`src/rtl/ps2_pkg.sv`:
```
// Shared definitions for the PS/2 receive sequencer: scan-code prefix constants,
// sequencer state encoding and the 10-bit event layout {ext, brk, code}.
package ps2_pkg;

    localparam logic [7:0] PS2_EXT  = 8'hE0;  // extended-key prefix
    localparam logic [7:0] PS2_BRK  = 8'hF0;  // break (key release) prefix
    localparam logic [7:0] PS2_OVR0 = 8'h00;  // device overrun / error code
    localparam logic [7:0] PS2_OVR1 = 8'hFF;  // device overrun / error code

    typedef enum logic [1:0] {
        ST_IDLE     = 2'd0,
        ST_GOT_E0   = 2'd1,
        ST_GOT_F0   = 2'd2,
        ST_GOT_E0F0 = 2'd3
    } seq_state_t;

    typedef struct packed {
        logic       ext;
        logic       brk;
        logic [7:0] code;
    } ps2_event_t;

    localparam int EVENT_W = $bits(ps2_event_t);

    function automatic logic is_prefix(input logic [7:0] b);
        return (b == PS2_EXT) || (b == PS2_BRK);
    endfunction

    function automatic logic is_overrun(input logic [7:0] b);
        return (b == PS2_OVR0) || (b == PS2_OVR1);
    endfunction

    function automatic ps2_event_t mk_event(input logic ext, input logic brk,
                                            input logic [7:0] code);
        ps2_event_t ev;
        ev.ext  = ext;
        ev.brk  = brk;
        ev.code = code;
        return ev;
    endfunction

endpackage

```
`src/rtl/ps2_code_fifo.sv`:
```
// Small synchronous FIFO holding decoded scan-code events. A push into a full
// FIFO succeeds only when a pop happens in the same cycle; otherwise it is
// ignored and the caller decides how to report the drop.
module ps2_code_fifo #(
    parameter int DEPTH = 4,
    parameter int WIDTH = 10
) (
    input  logic                   clk,
    input  logic                   reset_n,
    input  logic                   push,
    input  logic                   pop,
    input  logic [WIDTH-1:0]       din,
    output logic [WIDTH-1:0]       dout,
    output logic                   full,
    output logic                   empty,
    output logic [$clog2(DEPTH):0] count
);

    localparam int PTR_W = $clog2(DEPTH);
    localparam int CNT_W = PTR_W + 1;

    logic [WIDTH-1:0] mem [DEPTH];
    logic [PTR_W-1:0] wr_ptr;
    logic [PTR_W-1:0] rd_ptr;
    logic             do_push;
    logic             do_pop;

    assign empty   = (count == '0);
    assign full    = (count == CNT_W'(DEPTH));
    assign do_pop  = pop & ~empty;
    assign do_push = push & (~full | do_pop);
    assign dout    = mem[rd_ptr];

    // Storage write; entries become meaningful only once count covers them.
    // NOTE: the array has no reset -- pointers and count define what is valid,
    // and leaving it unreset lets it map onto plain RAM/flops without reset muxes.
    always_ff @(posedge clk) begin
        if (do_push) begin
            mem[wr_ptr] <= din;
        end
    end

    // Pointer and occupancy bookkeeping; DEPTH is a power of 2 so pointers wrap naturally.
    // NOTE: sequential state uses non-blocking assignments so every flop samples
    // pre-edge values regardless of statement order.
    always_ff @(posedge clk) begin
        if (!reset_n) begin
            wr_ptr <= '0;
            rd_ptr <= '0;
            count  <= '0;
        end else begin
            if (do_push) wr_ptr <= wr_ptr + PTR_W'(1);
            if (do_pop)  rd_ptr <= rd_ptr + PTR_W'(1);
            case ({do_push, do_pop})
                2'b10:   count <= count + CNT_W'(1);
                2'b01:   count <= count - CNT_W'(1);
                default: count <= count;
            endcase
        end
    end

endmodule

```
`src/rtl/ps2_rx_sequencer.sv`:
```
// PS/2 receive sequencer: gates the frame receiver, folds E0/F0 prefixes into
// scan-code events, buffers them in an event FIFO and presents them to the
// consumer with a valid/ready handshake.
// Optional feature: define PS2_SEQ_TIMEOUT_EN to add a watchdog that abandons
// a prefix sequence whose final byte does not arrive within TIMEOUT_CYCLES.
module ps2_rx_sequencer
    import ps2_pkg::*;
#(
    parameter int FIFO_DEPTH = 4
`ifdef PS2_SEQ_TIMEOUT_EN
    ,
    parameter int TIMEOUT_CYCLES = 50000
`endif
) (
    input  logic       clk,
    input  logic       reset_n,
    input  logic [7:0] rx_byte,
    input  logic       rx_valid,
    input  logic       rx_err,
    output logic       rx_en,
    input  logic       hold_data,
    output logic [7:0] code_data,
    output logic       code_ext,
    output logic       code_break,
    output logic       code_valid,
    input  logic       code_ready,
    output logic       rx_complete,
    input  logic       ovf_clr,
    output logic       overflow,
    output logic [7:0] err_cnt
);

    localparam int CNT_W = $clog2(FIFO_DEPTH) + 1;

    seq_state_t       state;
    seq_state_t       state_next;
    logic             push_req;
    ps2_event_t       push_evt;
    logic             err_evt;
    logic             timeout;
    logic             running;

    logic             fifo_pop;
    logic             fifo_full;
    logic             fifo_empty;
    logic [CNT_W-1:0] fifo_count;
    logic [EVENT_W-1:0] fifo_dout;
    ps2_event_t       head;
    logic             drop;

    ps2_code_fifo #(
        .DEPTH (FIFO_DEPTH),
        .WIDTH (EVENT_W)
    ) u_fifo (
        .clk     (clk),
        .reset_n (reset_n),
        .push    (push_req),
        .pop     (fifo_pop),
        .din     (push_evt),
        .dout    (fifo_dout),
        .full    (fifo_full),
        .empty   (fifo_empty),
        .count   (fifo_count)
    );

    // Head is blanked while empty so the outputs read 0 instead of stale storage.
    assign head        = fifo_empty ? '0 : ps2_event_t'(fifo_dout);
    assign code_data   = head.code;
    assign code_ext    = head.ext;
    assign code_break  = head.brk;
    assign code_valid  = ~fifo_empty & ~hold_data;
    assign fifo_pop    = code_valid & code_ready;
    assign drop        = push_req & fifo_full & ~fifo_pop;
    // Keep one free slot so a frame already on the wire when we inhibit still fits.
    assign rx_en       = running & (fifo_count < CNT_W'(FIFO_DEPTH - 1));

`ifdef PS2_SEQ_TIMEOUT_EN
    localparam int WD_W = $clog2(TIMEOUT_CYCLES + 1);

    logic [WD_W-1:0] wd_cnt;

    // Watchdog: counts idle cycles while a prefix is pending, restarts on every byte.
    always_ff @(posedge clk) begin
        if (!reset_n || state == ST_IDLE || rx_valid) begin
            wd_cnt <= '0;
        end else if (!timeout) begin
            wd_cnt <= wd_cnt + WD_W'(1);
        end
    end

    assign timeout = (state != ST_IDLE) && (wd_cnt == WD_W'(TIMEOUT_CYCLES - 1));
`else
    assign timeout = 1'b0;
`endif

    // Sequencer state register.
    always_ff @(posedge clk) begin
        if (!reset_n) state <= ST_IDLE;
        else          state <= state_next;
    end

    // Prefix decoding: next state, event push and error reporting.
    // NOTE: every output of this block gets a default first, so no path can
    // leave one unassigned and infer a latch.
    always_comb begin
        state_next = state;
        push_req   = 1'b0;
        push_evt   = '0;
        err_evt    = 1'b0;
        if (rx_err) begin
            err_evt    = 1'b1;
            state_next = ST_IDLE;
        end else if (rx_valid) begin
            case (state)
                ST_IDLE: begin
                    if (rx_byte == PS2_EXT) begin
                        state_next = ST_GOT_E0;
                    end else if (rx_byte == PS2_BRK) begin
                        state_next = ST_GOT_F0;
                    end else if (is_overrun(rx_byte)) begin
                        err_evt = 1'b1;
                    end else begin
                        push_req = 1'b1;
                        push_evt = mk_event(1'b0, 1'b0, rx_byte);
                    end
                end
                ST_GOT_E0: begin
                    if (rx_byte == PS2_BRK) begin
                        state_next = ST_GOT_E0F0;
                    end else if (rx_byte != PS2_EXT) begin
                        push_req   = 1'b1;
                        push_evt   = mk_event(1'b1, 1'b0, rx_byte);
                        state_next = ST_IDLE;
                    end
                end
                ST_GOT_F0: begin
                    state_next = ST_IDLE;
                    if (is_prefix(rx_byte)) begin
                        err_evt = 1'b1;
                    end else begin
                        push_req = 1'b1;
                        push_evt = mk_event(1'b0, 1'b1, rx_byte);
                    end
                end
                ST_GOT_E0F0: begin
                    state_next = ST_IDLE;
                    if (is_prefix(rx_byte)) begin
                        err_evt = 1'b1;
                    end else begin
                        push_req = 1'b1;
                        push_evt = mk_event(1'b1, 1'b1, rx_byte);
                    end
                end
                default: state_next = ST_IDLE;
            endcase
        end else if (timeout) begin
            err_evt    = 1'b1;
            state_next = ST_IDLE;
        end
    end

    // Status flags: receiver-enable gate, push strobe, sticky overflow, error counter.
    always_ff @(posedge clk) begin
        if (!reset_n) begin
            running     <= 1'b0;
            rx_complete <= 1'b0;
            overflow    <= 1'b0;
            err_cnt     <= '0;
        end else begin
            running     <= 1'b1;
            rx_complete <= push_req & ~drop;
            if (drop)         overflow <= 1'b1;
            else if (ovf_clr) overflow <= 1'b0;
            if (err_evt && err_cnt != 8'hFF) err_cnt <= err_cnt + 8'd1;
        end
    end

endmodule
```
`config.mk`:
```
export PLATFORM = sky130hd
export DESIGN_NAME = ps2_rx_sequencer
export DESIGN_NICKNAME = d
export VERILOG_FILES = /design/src/rtl/ps2_pkg.sv /design/src/rtl/ps2_code_fifo.sv /design/src/rtl/ps2_rx_sequencer.sv
export SDC_FILE = /design/constraint.sdc
export NUM_CORES = 1
export LEC_CHECK = 0
export CAP_MARGIN = 20
export CORE_ASPECT_RATIO = 1.4
export CORE_MARGIN = 2
export CORE_UTILIZATION = 42
export DETAILED_ROUTE_END_ITERATION = 10
export PLACE_DENSITY_LB_ADDON = 0.2
export SLEW_MARGIN = 20
export SYNTH_ARGS = -nofsm -noshare
export SYNTH_HDL_FRONTEND = slang
export SYNTH_SLANG_ARGS = --single-unit
```
`constraint.sdc`:
```
create_clock -name clk -period 2.9 [get_ports clk]
set_input_delay 0.58 -clock clk [delete_from_list [all_inputs] [get_ports clk]]
set_output_delay 0.58 -clock clk [all_outputs]
set_load 0.01 [all_outputs]
```
==> results of run 1 <==
[area by class of cell]
cell class | instances | area (um2)
multi-input cells | 135 | 1080
flip-flops and latches | 62 | 1640
clock inverters | 7 | 145
inverters | 9 | 33.8
well taps | 74 | 92.6
fillers | 568 | 2840
repair buffers | 54 | 520
clock buffers | 9 | 124
[flip-flops by register name, indices dropped and copies added (netlist names), named ones only]
signal         cells
u_fifo.mem        40
err_cnt            8
u_fifo.count       3
state              2
u_fifo.rd_ptr      2
u_fifo.wr_ptr      2
overflow           1
running            1
rx_complete        1
[cell usage in the layout, fill, tap and decap left out, types with 2 or more instances in the layout]
cell type and instances:
dfxtp_1 22, nor3_1 3, a21oi_1 7, edfxtp_1 40, nand4_1 4, nor2b_1 12, and2_1 8, or4_4 2
mux2i_1 7, bufinv_16 4, xnor2_1 4, clkbuf_8 9, buf_12 2, nand2_1 12, mux4_2 10, nor2_1 17
nand3_1 4, clkdlybuf4s50_1 36, and3_2 3, a211oi_1 2, o21ai_0 3, ha_1 5, and3_1 7, buf_4 16
nand2b_1 8, inv_1 8
[worst max-delay path, delay by kind of cell]
| family | cells | cell delay [ns] |
|---|---|---|
| multiplexers | 1 | 0.20 |
| AO/OA/AOI/OAI | 3 | 0.51 |
| buffers and inverters | 2 | 0.53 |
| adder cells (fa/ha/maj) | 1 | 0.38 |
| AND/OR/NAND/NOR | 4 | 0.72 |
[through the flow]
stage	power, W	setup TNS (ns)	instances	hold WS, ns
finish	0.00250	0	350	0.492
global route	0.00262	0	350	0.548
CTS	0.00253	0	350	0.498
detailed placement	0.00152	-0.122	334	0.485
global placement	0.00152	-0.0777	334	0.478
floorplan	0.00129	0	212	0.472
[kinds of logic after synthesis]
logic type	Yosys count	share of synthesized area, %
muxes	19	11.6
adders and majority gates	6	2.97
DFF	62	59.0
buffers and inverters	15	2.20
xor gates and xnor gates	5	1.57
AOI/OAI and AO/OA	19	5.44
and+or+nand+nor	86	17.3
[power by group through the flow]
stage	clock, W	sequential [W]	combinational (W)
2_1_floorplan	0	0.00102	0.000269
3_3_place_gp	0	0.00103	0.000494
3_5_place_dp	0	0.00103	0.000494
4_1_cts	0.00102	0.00101	0.000498
5_1_grt	0.00107	0.00101	0.000542
6_report	0.00100	0.00101	0.000487
[how the worst max path moves through the flow]
stage | start | end
floorplan | rx_byte[4] | u_fifo.count[2]$_SDFFE_PN0P_
global placement | rx_byte[4] | u_fifo.count[2]$_SDFFE_PN0P_
detailed placement | rx_byte[4] | u_fifo.count[2]$_SDFFE_PN0P_
CTS | register | code_ext
global route | rx_byte[4] | u_fifo.count[2]$_SDFFE_PN0P_
finish | rx_byte[4] | u_fifo.count[2]$_SDFFE_PN0P_
[per-layer routing]
metal  GRT usage, %  up-vias  share of wire (%)
met2           28.4       46                 53
met4           8.55        0                1.2
met5              0        -                  0
li1               -      894                  -
met3           4.02        9                5.1
met1           17.7      839                 41
==> reports/metrics.csv, run 1 <==
stage,metric,value,unit
layout,fin_util,56.1,%
clock_network,cts_root_buf,clkbuf_8,
route,first_pass_iters,4,
run_status,status,finished clean,
yosys,ys_seq_elements,62,
global_route,grt_max_degree,17,
global_route,gr-usage-all-layers,16.2,%
pwr,seq_power_share,40.3,%
worst_hold_path,holdPathEnd,err_cnt[5]$_SDFFE_PN0P_,
critical_path,r2r-end,u_fifo.mem[1][1]$_DFFE_PP_,
sta,max_freq,377,MHz
clock_network,clk_pin_slew,0.07,ns
floorplanning,io_pins,37,
clock_network,cts_tree,done,
sta,fin_skew,0.00574,ns
yosys,synth_cells,212,
clock_network,holdBufCountCts,0,
critical_path,required,3.17,ns
critical_path,cpMostUsedCell,nand2_1,
critical_path,r2r_cells,5,
critical_path,path_cells,"clkdlybuf4s50_1, or4_4, o31ai_1, a221oi_1, inv_2, nand2_1, fa_1, nand2_1, nor2_1, a21oi_1, mux2i_1",
worst_hold_path,hold_path_depth,2,
layout,stdcell_area,3640,um2
sta,setup_ws,0.246,ns
clock_network,htreeDepth,3,
critical_path,cp-end-kind,register,
yosys,syn_area_per_cell,13.1,um2
placed_design,port_buffers,36,
pwr,p_int,0.00191,W
floorplanning,core,6480,um2
global_route,antenna_found_initial,0,
layout,drive_gt1_share,20.7,%
critical_path,crit_type,in2reg,
critical_path,reg2reg_slack,0.95,ns
global_route,grt_pass1_vias,1815,
route,remaining_drc_errors,0,
pwr,switching_share,23.7,%
route,via_count,1788,
critical_path,crit_path_top_delay_cell,or4_4,
sta,hold_violations,0,
worst_hold_path,min_path_type,reg2reg,
sta,period_needed,2.65,ns
clock_network,cts_setup_buffers,0,
critical_path,cpPeakStageDelay,0.55,ns
yosys,yosysUniqueCellTypes,42,
floorplanning,chipHeight,100,um
clock_network,clk_latency,0.34,ns
yosys,yosysTopAreaCell,edfxtp_1,
pwr,leakage,1.35,nW
critical_path,r2r-start,state[1]$_SDFFE_PP0P_,
yosys,ys_warn_count,0,
placed_design,dp_hpwl,3.78,mm
clock_network,cts_buffer_depth,2,
route,ant_nets,0,
run,cap_viol_max_count,0,
layout,synthToLayoutAreaGrowth,30.7,%
yosys,yosysMostFrequentCell,edfxtp_1,
yosys,synth-edff-count,40,
pwr,pwr-share-comb,19.5,%
worst_hold_path,min_from,err_cnt[5]$_SDFFE_PN0P_,
sta,rsz0062_at_grt,no,
yosys,synth_common_cells,"edfxtp_1, dfxtp_1, nor2_1",
sta,maxSlewViolCount,0,
sta,relSlewSlack,67.5,%
yosys,syn_area,2780,um2
route,wl_per_cell,14.9,um
pwr,switchingPower,0.000592,W
floorplanning,start_util,42.9,%
pwr,cellPowerDensity,687,nW/um2
yosys,synthFlopType,edfxtp_1,
layout,antenna_cells,0,
yosys,yosysSeqAreaShare,59.0,%
route,drtIter0Drc,101,
route,viasPerCell,5.11,
floorplanning,die_area,7300,um2
clock_network,numCtsBuffers,9,
floorplanning,core.rowCount,35,
yosys,yosys.area.top_type_share,43.2,%
route,wirelength,5.22,mm
pwr,ir_worst_vdd,0.338,mV
critical_path,startpoint_type,primary input,
layout,final_nets,292,
sta,finalCritPeriodShare,91.5,%
sta,worst_pin_slew,0.487,ns
yosys,synth_nets,233,
critical_path,cp.arrival,2.92,ns
placed_design,dpl_cell_area,3370,um2
clock_network,clock-sinks,62,
placed_design,place.gp.congestion,0.724,
pwr,clkPwrFrac,40.2,%
global_route,grt_pass1_wl,8.61,mm
placed_design,post-place-ws,-0.122,ns
yosys,netlist_top_cells_area,"edfxtp_1, dfxtp_1, mux4_2",
critical_path,path_max_fanout,2,
global_route,overflow,0,
sta,setup_violations,0,
floorplanning,die_w,72.8,um
yosys,synthArstFlopShare,0,%
clock_network,cts_resized,0,
(Power assumes the default switching activity.)
==> inputs of run 2 (changes only) <==
Settings changed: HOLD_SLACK_MARGIN set to 0.12.
==> results of run 2 <==
The final DEF is identical to that of run 1; final timing and power are the same.
==> inputs of run 3 (changes only) <==
Clock period 2.9 ns to 2.75 ns, I/O delays scaled along.
==> reports/metrics.csv, run 3 (synthesis gave the netlist of run 1 again) <==
stage,metric,value,unit,change
run_status,status,finished clean,,
route,ant_nets,0,,unchanged
clock_network,cts_root_buf,clkbuf_8,,
clock_network,numCtsBuffers,9,,unchanged
floorplanning,core,6480,um2,unchanged
sta,rsz0062_at_grt,no,,
pwr,cellPowerDensity,676,nW/um2,-1.6%
critical_path,required,3.02,ns,-0.15 ns
clock_network,clock-sinks,62,,unchanged
critical_path,cp.arrival,2.86,ns,-0.06 ns
worst_hold_path,hold_path_depth,2,,unchanged
clock_network,htreeDepth,3,,unchanged
layout,final_common_cell,edfxtp_1,,
floorplanning,die_w,72.8,um,unchanged
placed_design,dp_hpwl,3.85,mm,+1.6%
critical_path,cpMostUsedCell,nand2_1,,
global_route,gr-usage-all-layers,15.8,%,-0.41 points
run,cap_viol_max_count,0,,unchanged
route,viasPerCell,5.11,,+0.11%
sta,holdWs,0.497,ns,+0.00424 ns
critical_path,r2r-end,u_fifo.mem[0][2]$_DFFE_PP_,,
floorplanning,start_util,42.9,%,unchanged
critical_path,crit_path_end,u_fifo.count[2]$_SDFFE_PN0P_,,
global_route,grt_pass1_vias,1794,,-1.2%
layout,mostFrequentLayoutCells,"edfxtp_1, clkdlybuf4s50_1, dfxtp_1, buf_4, nor2_1",,
layout,top_regs,"u_fifo.mem x40, err_cnt x8, u_fifo.count x3",,
sta,max_freq,387,MHz,
route,wl_per_cell,14.8,um,-0.53%
layout,regMostFlops,u_fifo.mem,,
global_route,overflow,0,,unchanged
floorplanning,die_area,7300,um2,unchanged
clock_network,clk_pin_slew,0.07,ns,about the same
pwr,leakage,1.34,nW,-0.95%
route,via_count,1795,,+0.39%
sta,worst_pin_slew,0.487,ns,-0.000705 ns
placed_design,dpl_cell_area,3360,um2,-0.15%
global_route,antenna_found_initial,0,,unchanged
clock_network,cts_tree,done,,
critical_path,crit_path_top_delay_cell,or4_4,,
global_route,grt_max_degree,17,,unchanged
pwr,ir_worst_vdd,0.363,mV,+7.6%
sta,hold_violations,0,,unchanged
sta,maxSlewViolCount,0,,unchanged
sta,fin_skew,0.00465,ns,-0.00109 ns
clock_network,holdBufCountCts,0,,unchanged
placed_design,port_buffers,36,,unchanged
global_route,grt_pass1_wl,8.40,mm,-2.4%
critical_path,cp-startpoint,rx_byte[4],,
critical_path,cpPeakStageDelay,0.57,ns,+0.02 ns
layout,synthToLayoutAreaGrowth,29.1,%,
layout,antenna_cells,0,,unchanged
route,wirelength,5.21,mm,-0.25%
route,drtIter0Drc,129,,+28%
critical_path,crit_type,in2reg,,
layout,largest_reg_flops,40,,unchanged
critical_path,cp-end-kind,register,,
sta,relSlewSlack,67.5,%,about the same
layout,stdcell_area,3590,um2,-1.2%
worst_hold_path,min_path_type,reg2reg,,
critical_path,reg2reg_slack,0.88,ns,-0.07 ns
route,remaining_drc_errors,0,,unchanged
sta,setup_violations,0,,unchanged
layout,final_nets,293,,+0.34%
critical_path,startpoint_type,primary input,,
route,first_pass_iters,4,,unchanged
critical_path,path_max_fanout,2,,unchanged
clock_network,clk_latency,0.33,ns,about the same
critical_path,r2r-start,state[1]$_SDFFE_PP0P_,,
critical_path,path_cells,"clkdlybuf4s50_1, or4_4, o31ai_2, a221oi_2, inv_2, nand2_1, fa_1, nand2_1, nor2_1, a21oi_2, mux2i_1",,
floorplanning,io_pins,37,,unchanged
placed_design,place.gp.congestion,0.737,,+1.8%
layout,fill_cells,559,,-1.6%
critical_path,r2r_cells,5,,unchanged
sta,finalCritPeriodShare,94.1,%,
sta,period_needed,2.59,ns,
clock_network,cts_buffer_depth,2,,unchanged
floorplanning,core.rowCount,35,,unchanged
layout,drive_gt1_share,21.7,%,+1.0 points
floorplanning,chipHeight,100,um,unchanged
run 3: cell types whose count changed in the layout (fill, tap and decap cells not counted):
cell and change:
buf_4 +2, a221oi_1 -1, clkbuf_1 +1, bufinv_16 -2
inv_6 -1, a221oi_2 +1, a21oi_2 +1, o31ai_1 -1
a21oi_1 -1, buf_12 -1, o31ai_2 +1, clkinv_2 +2
run 3: how the worst min path moves through the flow:
| stage | start | endpoint | slack (ns) |
|---|---|---|---|
| 2_1_floorplan | u_fifo.count[2]$_SDFFE_PN0P_ | u_fifo.count[2]$_SDFFE_PN0P_ | 0.47 |
| 3_3_place_gp | err_cnt[5]$_SDFFE_PN0P_ | err_cnt[5]$_SDFFE_PN0P_ | 0.48 |
| 3_5_place_dp | err_cnt[4]$_SDFFE_PN0P_ | err_cnt[4]$_SDFFE_PN0P_ | 0.49 |
| 4_1_cts | err_cnt[5]$_SDFFE_PN0P_ | err_cnt[5]$_SDFFE_PN0P_ | 0.50 |
| 5_1_grt | err_cnt[5]$_SDFFE_PN0P_ | err_cnt[5]$_SDFFE_PN0P_ | 0.54 |
| 6_report | err_cnt[5]$_SDFFE_PN0P_ | err_cnt[5]$_SDFFE_PN0P_ | 0.50 |
run 3: critical path: cells and delay by family:
kind	cells	cell delay, ns
and+or+nand+nor	4	0.74
buffers and inverters	2	0.55
AOI/OAI and AO/OA	3	0.45
adders and majority gates	1	0.38
muxes	1	0.17
run 3: repair_timing:
item,in CTS,in global routing
hold endpoints to repair,0,0
setup endpoints to repair,0,1
gates resized for setup,0,3
setup buffers,0,0
run 3: layer usage:
metal  GRT usage, %  wire length [um]
met1           17.8              2180
met2           27.0              2700
met3           4.72               238
met4           7.41                88
met5              0                 0
run 3: area by class of cell:
class | count | area [um2] | area share (%)
clock buffers | 10 | 128 | 3.55
well taps | 74 | 92.6 | 2.58
multi-input cells | 135 | 1090 | 30.5
inverters | 9 | 33.8 | 0.940
repair buffers | 55 | 515 | 14.4
clock inverters | 6 | 86.3 | 2.40
flip-flops and latches | 62 | 1640 | 45.7
run 3: power by group:
group | total [W] | internal, W | switching, W
combinational | 0.000518 | 0.000283 | 0.000235
sequential | 0.00106 | 0.00103 | 0.0000328
clock | 0.000846 | 0.000508 | 0.000338
total | 0.00243 | 0.00182 | 0.000606
run 3: metrics by stage:
| stage | utilization, % | setup TNS, ns | worst slack, ns | power [W] | instances |
|---|---|---|---|---|---|
| 2_1_floorplan | - | 0 | 0.103 | 0.00136 | 212 |
| 3_3_place_gp | 51.9 | -0.235 | -0.192 | 0.00160 | 335 |
| 3_5_place_dp | 51.9 | -0.454 | -0.229 | 0.00161 | 335 |
| 4_1_cts | 55.2 | 0 | 0.129 | 0.00246 | 351 |
| 5_1_grt | 55.4 | 0 | 0.0361 | 0.00254 | 351 |
| 6_report | 55.4 | 0 | 0.163 | 0.00243 | 351 |
==> variant 1 (config.mk and constraints of run 3) <==
Put one more register stage on the output `err_cnt`, with the module's reset. The value now appears one clock later. The other outputs are not delayed to match.
--- a/src/rtl/ps2_rx_sequencer.sv
+++ b/src/rtl/ps2_rx_sequencer.sv
@@ -32,4 +32,6 @@
 
     localparam int CNT_W = $clog2(FIFO_DEPTH) + 1;
+
+    logic [7:0] err_cnt_s0;
 
     seq_state_t       state;
@@ -166,5 +168,5 @@
             rx_complete <= 1'b0;
             overflow    <= 1'b0;
-            err_cnt     <= '0;
+            err_cnt_s0  <= '0;
         end else begin
             running     <= 1'b1;
@@ -172,5 +174,13 @@
             if (drop)         overflow <= 1'b1;
             else if (ovf_clr) overflow <= 1'b0;
-            if (err_evt && err_cnt != 8'hFF) err_cnt <= err_cnt + 8'd1;
+            if (err_evt && err_cnt_s0 != 8'hFF) err_cnt_s0 <= err_cnt_s0 + 8'd1;
+        end
+    end
+
+    always_ff @(posedge clk) begin
+        if (!reset_n) begin
+            err_cnt <= '0;
+        end else begin
+            err_cnt <= err_cnt_s0;
         end
     end
Check against the original RTL: not equivalent (Yosys sat finds a counterexample within 4 cycles, from zero or initial values and one cycle with reset_n low).
==> variant 1 against run 3 <==
Setup slack got worse by 0.036 ns; power grew 3.5%; cell area grew 5.1%; critical path depth fell by 3; core utilization fell by 0.27 points; final cell count grew 8.8%; synthesized cell count is 4.7% higher; non-clock buffer count unchanged; sequential cell count grew 8; synthesized area is 5.3% higher; critical path type unchanged; largest cell class unchanged; wire length is 9.5% higher; clock skew increased by 0.0013 ns.
==> variant 1: results (changes against run 3) <==
| Metric | Value |
|---|---|
| Fill cells | 596 (+6.6%) |
| Vias in the first global route | 1850 (+3.1%) |
| Final Skew | 0.00592 ns (+0.00127 ns) |
| Register area share after synthesis | 0.615 (+0.0249) |
| Worst-path maximum fanout | 7 (+5) |
| First-pass GRT wire length | 9.15 mm (+8.9%) |
| Post-Syn Nets | 243 (+4.3%) |
| Ant diodes | 0 (unchanged) |
| Worst slew pin tran | 0.537 ns (+0.0508 ns) |
| CTS Root Cell | clkbuf_8 |
| WL per Instance | 14.9 um (+0.60%) |
| Number of enable flip-flop cells after synthesis | 40 (unchanged) |
| Mux share of post-synthesis cell area | 0.111 (-0.00497) |
| Final Hold Violating Endpoints | 0 (unchanged) |
| Detailed Routing Iterations Pass 1 | 4 (unchanged) |
| Area share of fa/ha/maj cells after synthesis | 0.0282 (-0.00150) |
| Ys async rst share | 0 (unchanged) |
| Worst R2R Path Depth | 4 (-1) |
| Synth Area in XOR/XNOR | 0.0149 (-0.000793) |
| Clk Latency, worst-skew pair | 0.34 ns |
| Yosys cell types | 40 (-4.8%) |
| Cell depth of the worst min-delay path | 1 (-1) |
| Yosys warns | 0 (unchanged) |
| Routed wire length | 5.71 mm (+9.5%) |
| Arr. time, crit path | 2.86 ns (about the same) |
| GPL Wtd Cong | 0.783 (+6.3%) |
| Iter 0 DRT Violations | 65 (-50%) |
| Lkg Pwr | 1.39 nW (+3.4%) |
| Maximum vdd drop | 455 uV (+25%) |
| Layout net count | 303 (+3.4%) |
| Layout cells sized above 1 | 0.188 (-0.0285) |
| Place WS | -0.225 ns (+0.00408 ns) |
| Avg Inst Size Synth | 13.2 um2 (+0.56%) |
| GRT Total Usage | 0.166 (+0.00750) |
| Post-DP Area | 3570 um2 (+6.1%) |
| Dpl hpwl | 4.06 mm (+5.5%) |
| Initial antenna violation count | 0 (unchanged) |
| Period utilization | 0.953 (+0.0129) |
| Biggest regs | u_fifo.mem x40, err_cnt x8, err_cnt_s0 x8 |
| Cells after DPL | 366 (+9.3%) |
| Largest net degree at the start of global routing | 17 (unchanged) |
| Worst R2R Setup Slack | 0.78 ns (-0.10 ns) |
| Status | finished clean |
| Critical path's slowest cell | or4_1 |
| Most frequent cells after synthesis | edfxtp_1 (40), dfxtp_1 (30), nor2_1 (22), and2_1 (17), nor2b_1 (12) |
| Vias per cell | 4.88 (-4.5%) |
| Synth area leaders | edfxtp_1 (41%), dfxtp_1 (20%), mux4_2 (7.7%) |
| CP peak stage delay | 0.58 ns |
| Total CTS buffers | 9 (unchanged) |
| Reg clk slew, reported paths | 0.07 ns (about the same) |
| Compound-Gate Fraction of Synth Area | 0.0482 (-0.00616) |
variant 1: layout make-up:
| type | instances | area, um2 | area share |
|---|---|---|---|
| clock buffer | 9 | 124 | 0.0328 |
| clock inverter | 7 | 73.8 | 0.0195 |
| inverter | 9 | 33.8 | 0.00895 |
| multi-input combinational | 137 | 1080 | 0.287 |
| sequential | 70 | 1800 | 0.477 |
| tap | 95 | 119 | 0.0315 |
| timing repair buffer | 55 | 541 | 0.143 |
variant 1: metal layers:
metal	GRT usage	wire length (um)	up-vias
met1	0.182	2370	892
met5	0	0	-
met3	0.0371	159	10
met4	0.0865	134	0
li1	-	-	930
met2	0.293	3040	34
variant 1: final timing paths:
path,startpoint,to
max,rx_byte[4],err_cnt_s0[5]
min,err_cnt_s0[4],err_cnt[4]
max reg2reg,state[1],u_fifo.mem[2][1]
min reg2reg,err_cnt_s0[4],err_cnt[4]
variant 1: repair_timing:
item,4_1_cts,5_1_grt
endpoints found under the setup margin,0,1
hold buffers,0,0
gates resized for setup,0,2
variant 1: power breakdown:
part,internal (mW),switching [mW]
Clock,0.421,0.392
Combinational,0.281,0.236
Sequential,1.15,0.0342
Total,1.85,0.662
variant 1: worst reg2reg max path, cell delays in order (launching register included):
cell      delay [ns]
dfxtp_1         0.44
nor2_1          0.13
a221oi_2        0.30
buf_4           0.23
and3_1          0.50
variant 1: stage by stage:
step / TNS [ns] / power, mW / hold WS [ns] / utilization
5_1_grt: 0 / 2.65 / 0.537 / 0.552
6_report: 0 / 2.51 / 0.515 / 0.552
2_1_floorplan: 0 / 1.47 / 0.460 / -
3_5_place_dp: -2.05 / 1.73 / 0.504 / 0.521
3_3_place_gp: -1.61 / 1.73 / 0.504 / 0.521
4_1_cts: 0 / 2.55 / 0.522 / 0.550
==> variant 2 (settings of run 3) <==
Made on the original files. `FIFO_DEPTH`: 4 -> 8.
--- a/src/rtl/ps2_rx_sequencer.sv
+++ b/src/rtl/ps2_rx_sequencer.sv
@@ -7,5 +7,5 @@
     import ps2_pkg::*;
 #(
-    parameter int FIFO_DEPTH = 4
+    parameter int FIFO_DEPTH = 8
 `ifdef PS2_SEQ_TIMEOUT_EN
     ,
Behaviour: not the same (Yosys sat finds a counterexample within 4 cycles, from zero or initial values and one cycle with reset_n low).
==> variant 2 against run 3 <==
Register-to-register slack worse by 0.70 ns; wire length up 70%; fmax is 1.5% lower; power is 37% higher; sequential cell count increased by 44; sequential power rose by 67%; final cell count up 44%; setup slack worse by 0.040 ns; cell area rose by 58%; synthesized area is 60% higher; via count up 48%; largest power group unchanged; highest routed layer unchanged.
==> variant 2: results (changes against run 3) <==
| Metric | Value |
|---|---|
| End of the worst register-to-register path | u_fifo.count[3] |
| Fill cells | 906 (+62%) |
| Worst-path maximum fanout | 10 (+8) |
| Vias in the first global route | 2642 (+47%) |
| Area share of fa/ha/maj cells after synthesis | 0.0168 (-0.0128) |
| WL per Instance | 17.6 um (+18%) |
| Mux share of post-synthesis cell area | 0.135 (+0.0194) |
| Biggest regs | u_fifo.mem x80, err_cnt x8, u_fifo.count x4 |
| Worst R2R Path Depth | 10 (+5) |
| GRT Total Usage | 0.164 (+0.00547) |
| Post-Syn Nets | 312 (+34%) |
| Layout net count | 383 (+31%) |
| Layout cells sized above 1 | 0.272 (+0.0559) |
| Hold_sp | overflow |
| Cells after Synth | 291 (+37%) |
| Worst slew pin tran | 0.675 ns (+0.189 ns) |
| Dpl hpwl | 6.02 mm (+57%) |
| Hold EP | overflow |
| Arr. time, crit path | 2.08 ns (-0.78 ns) |
| Status | finished clean |
| GPL Wtd Cong | 0.798 (+8.2%) |
| Maximum vdd drop | 319 uV (-12%) |
| Synth Area in XOR/XNOR | 0.0138 (-0.00198) |
| CTS Root Cell | clkbuf_16 |
| Number of enable flip-flop cells after synthesis | 80 (+100%) |
| Lkg Pwr | 1.98 nW (+48%) |
| First-pass GRT wire length | 14.0 mm (+67%) |
| Via count | 2656 (+48%) |
| Yosys cell types | 50 (+19%) |
| Worst R2R Setup Slack | 0.18 ns (-0.70 ns) |
## variant 2: final cells by class
type | instances | area, um2 | area share
Sequential cell | 106 | 2930 | 0.517
Multi-Input combinational cell | 170 | 1550 | 0.274
Timing Repair Buffer | 70 | 712 | 0.126
Clock buffer | 13 | 260 | 0.0460
Tap cell | 138 | 173 | 0.0305
Inverter | 5 | 18.8 | 0.00332
Clock inverter | 3 | 16.3 | 0.00287
## variant 2: critical path, cell delays in order (launching register included)
cell             delay, ns
dfxtp_4               0.40
buf_12                0.16
mux4_2                0.51
mux2i_1               0.15
nor2_1                0.05
clkdlybuf4s50_1       0.47
## variant 2: repair_timing
item	4_1_cts	5_1_grt
setup endpoints to repair	5	8
hold endpoints to repair	0	0
pin swaps	5	5
cloned	1	0
gates resized for setup	13	14
## variant 2: cells by family (layout without fill, tap and decap cells)
kind of cell,count (synthesis),count (layout)
xor gates and xnor gates,7,7
muxes,35,35
DFF,106,106
and+or+nand+nor,92,92
buffers and inverters,15,91
adders and majority gates,6,6
AOI/OAI and AO/OA,30,30
## variant 2: how the worst max path moves through the flow
stage                     startpoint               to  slack [ns]
after floorplan           rx_byte[4]  u_fifo.count[3]       -0.07
after global placement    rx_byte[4]  u_fifo.count[3]       -0.47
after detailed placement  rx_byte[5]  u_fifo.count[3]       -0.52
after CTS                  flip-flop     code_data[5]       -0.02
after global routing          rx_err  u_fifo.count[3]        0.01
final                      flip-flop     code_data[7]        0.12
## variant 2: power groups by stage
stage	Combinational [mW]	Clock (mW)	Sequential, mW
after floorplan	0.197	0	1.79
after global placement	0.363	0	1.80
after detailed placement	0.368	0	1.80
after CTS	0.379	1.21	1.77
after global routing	0.408	1.26	1.77
final	0.371	1.18	1.77
## variant 2: per-layer routing
layer	share of wire	up-vias	track usage
li1	-	1271	-
met1	0.43	1322	0.199
met2	0.52	53	0.287
met3	0.035	10	0.0323
met4	0.015	0	0.0615
met5	0	-	0
## variant 2: metrics by stage
| step | TNS (ns) | instance area, um2 | instances | util | setup WS [ns] |
|---|---|---|---|---|---|
| floorplan | -0.116 | 4480 | 291 | - | -0.0660 |
| global placement | -6.86 | 5280 | 488 | 0.510 | -0.475 |
| detailed placement | -10.84 | 5280 | 488 | 0.510 | -0.524 |
| CTS | -0.0398 | 5610 | 505 | 0.542 | -0.0239 |
| global route | 0 | 5660 | 505 | 0.547 | 0.00986 |
| finish | 0 | 5660 | 505 | 0.547 | 0.124 |
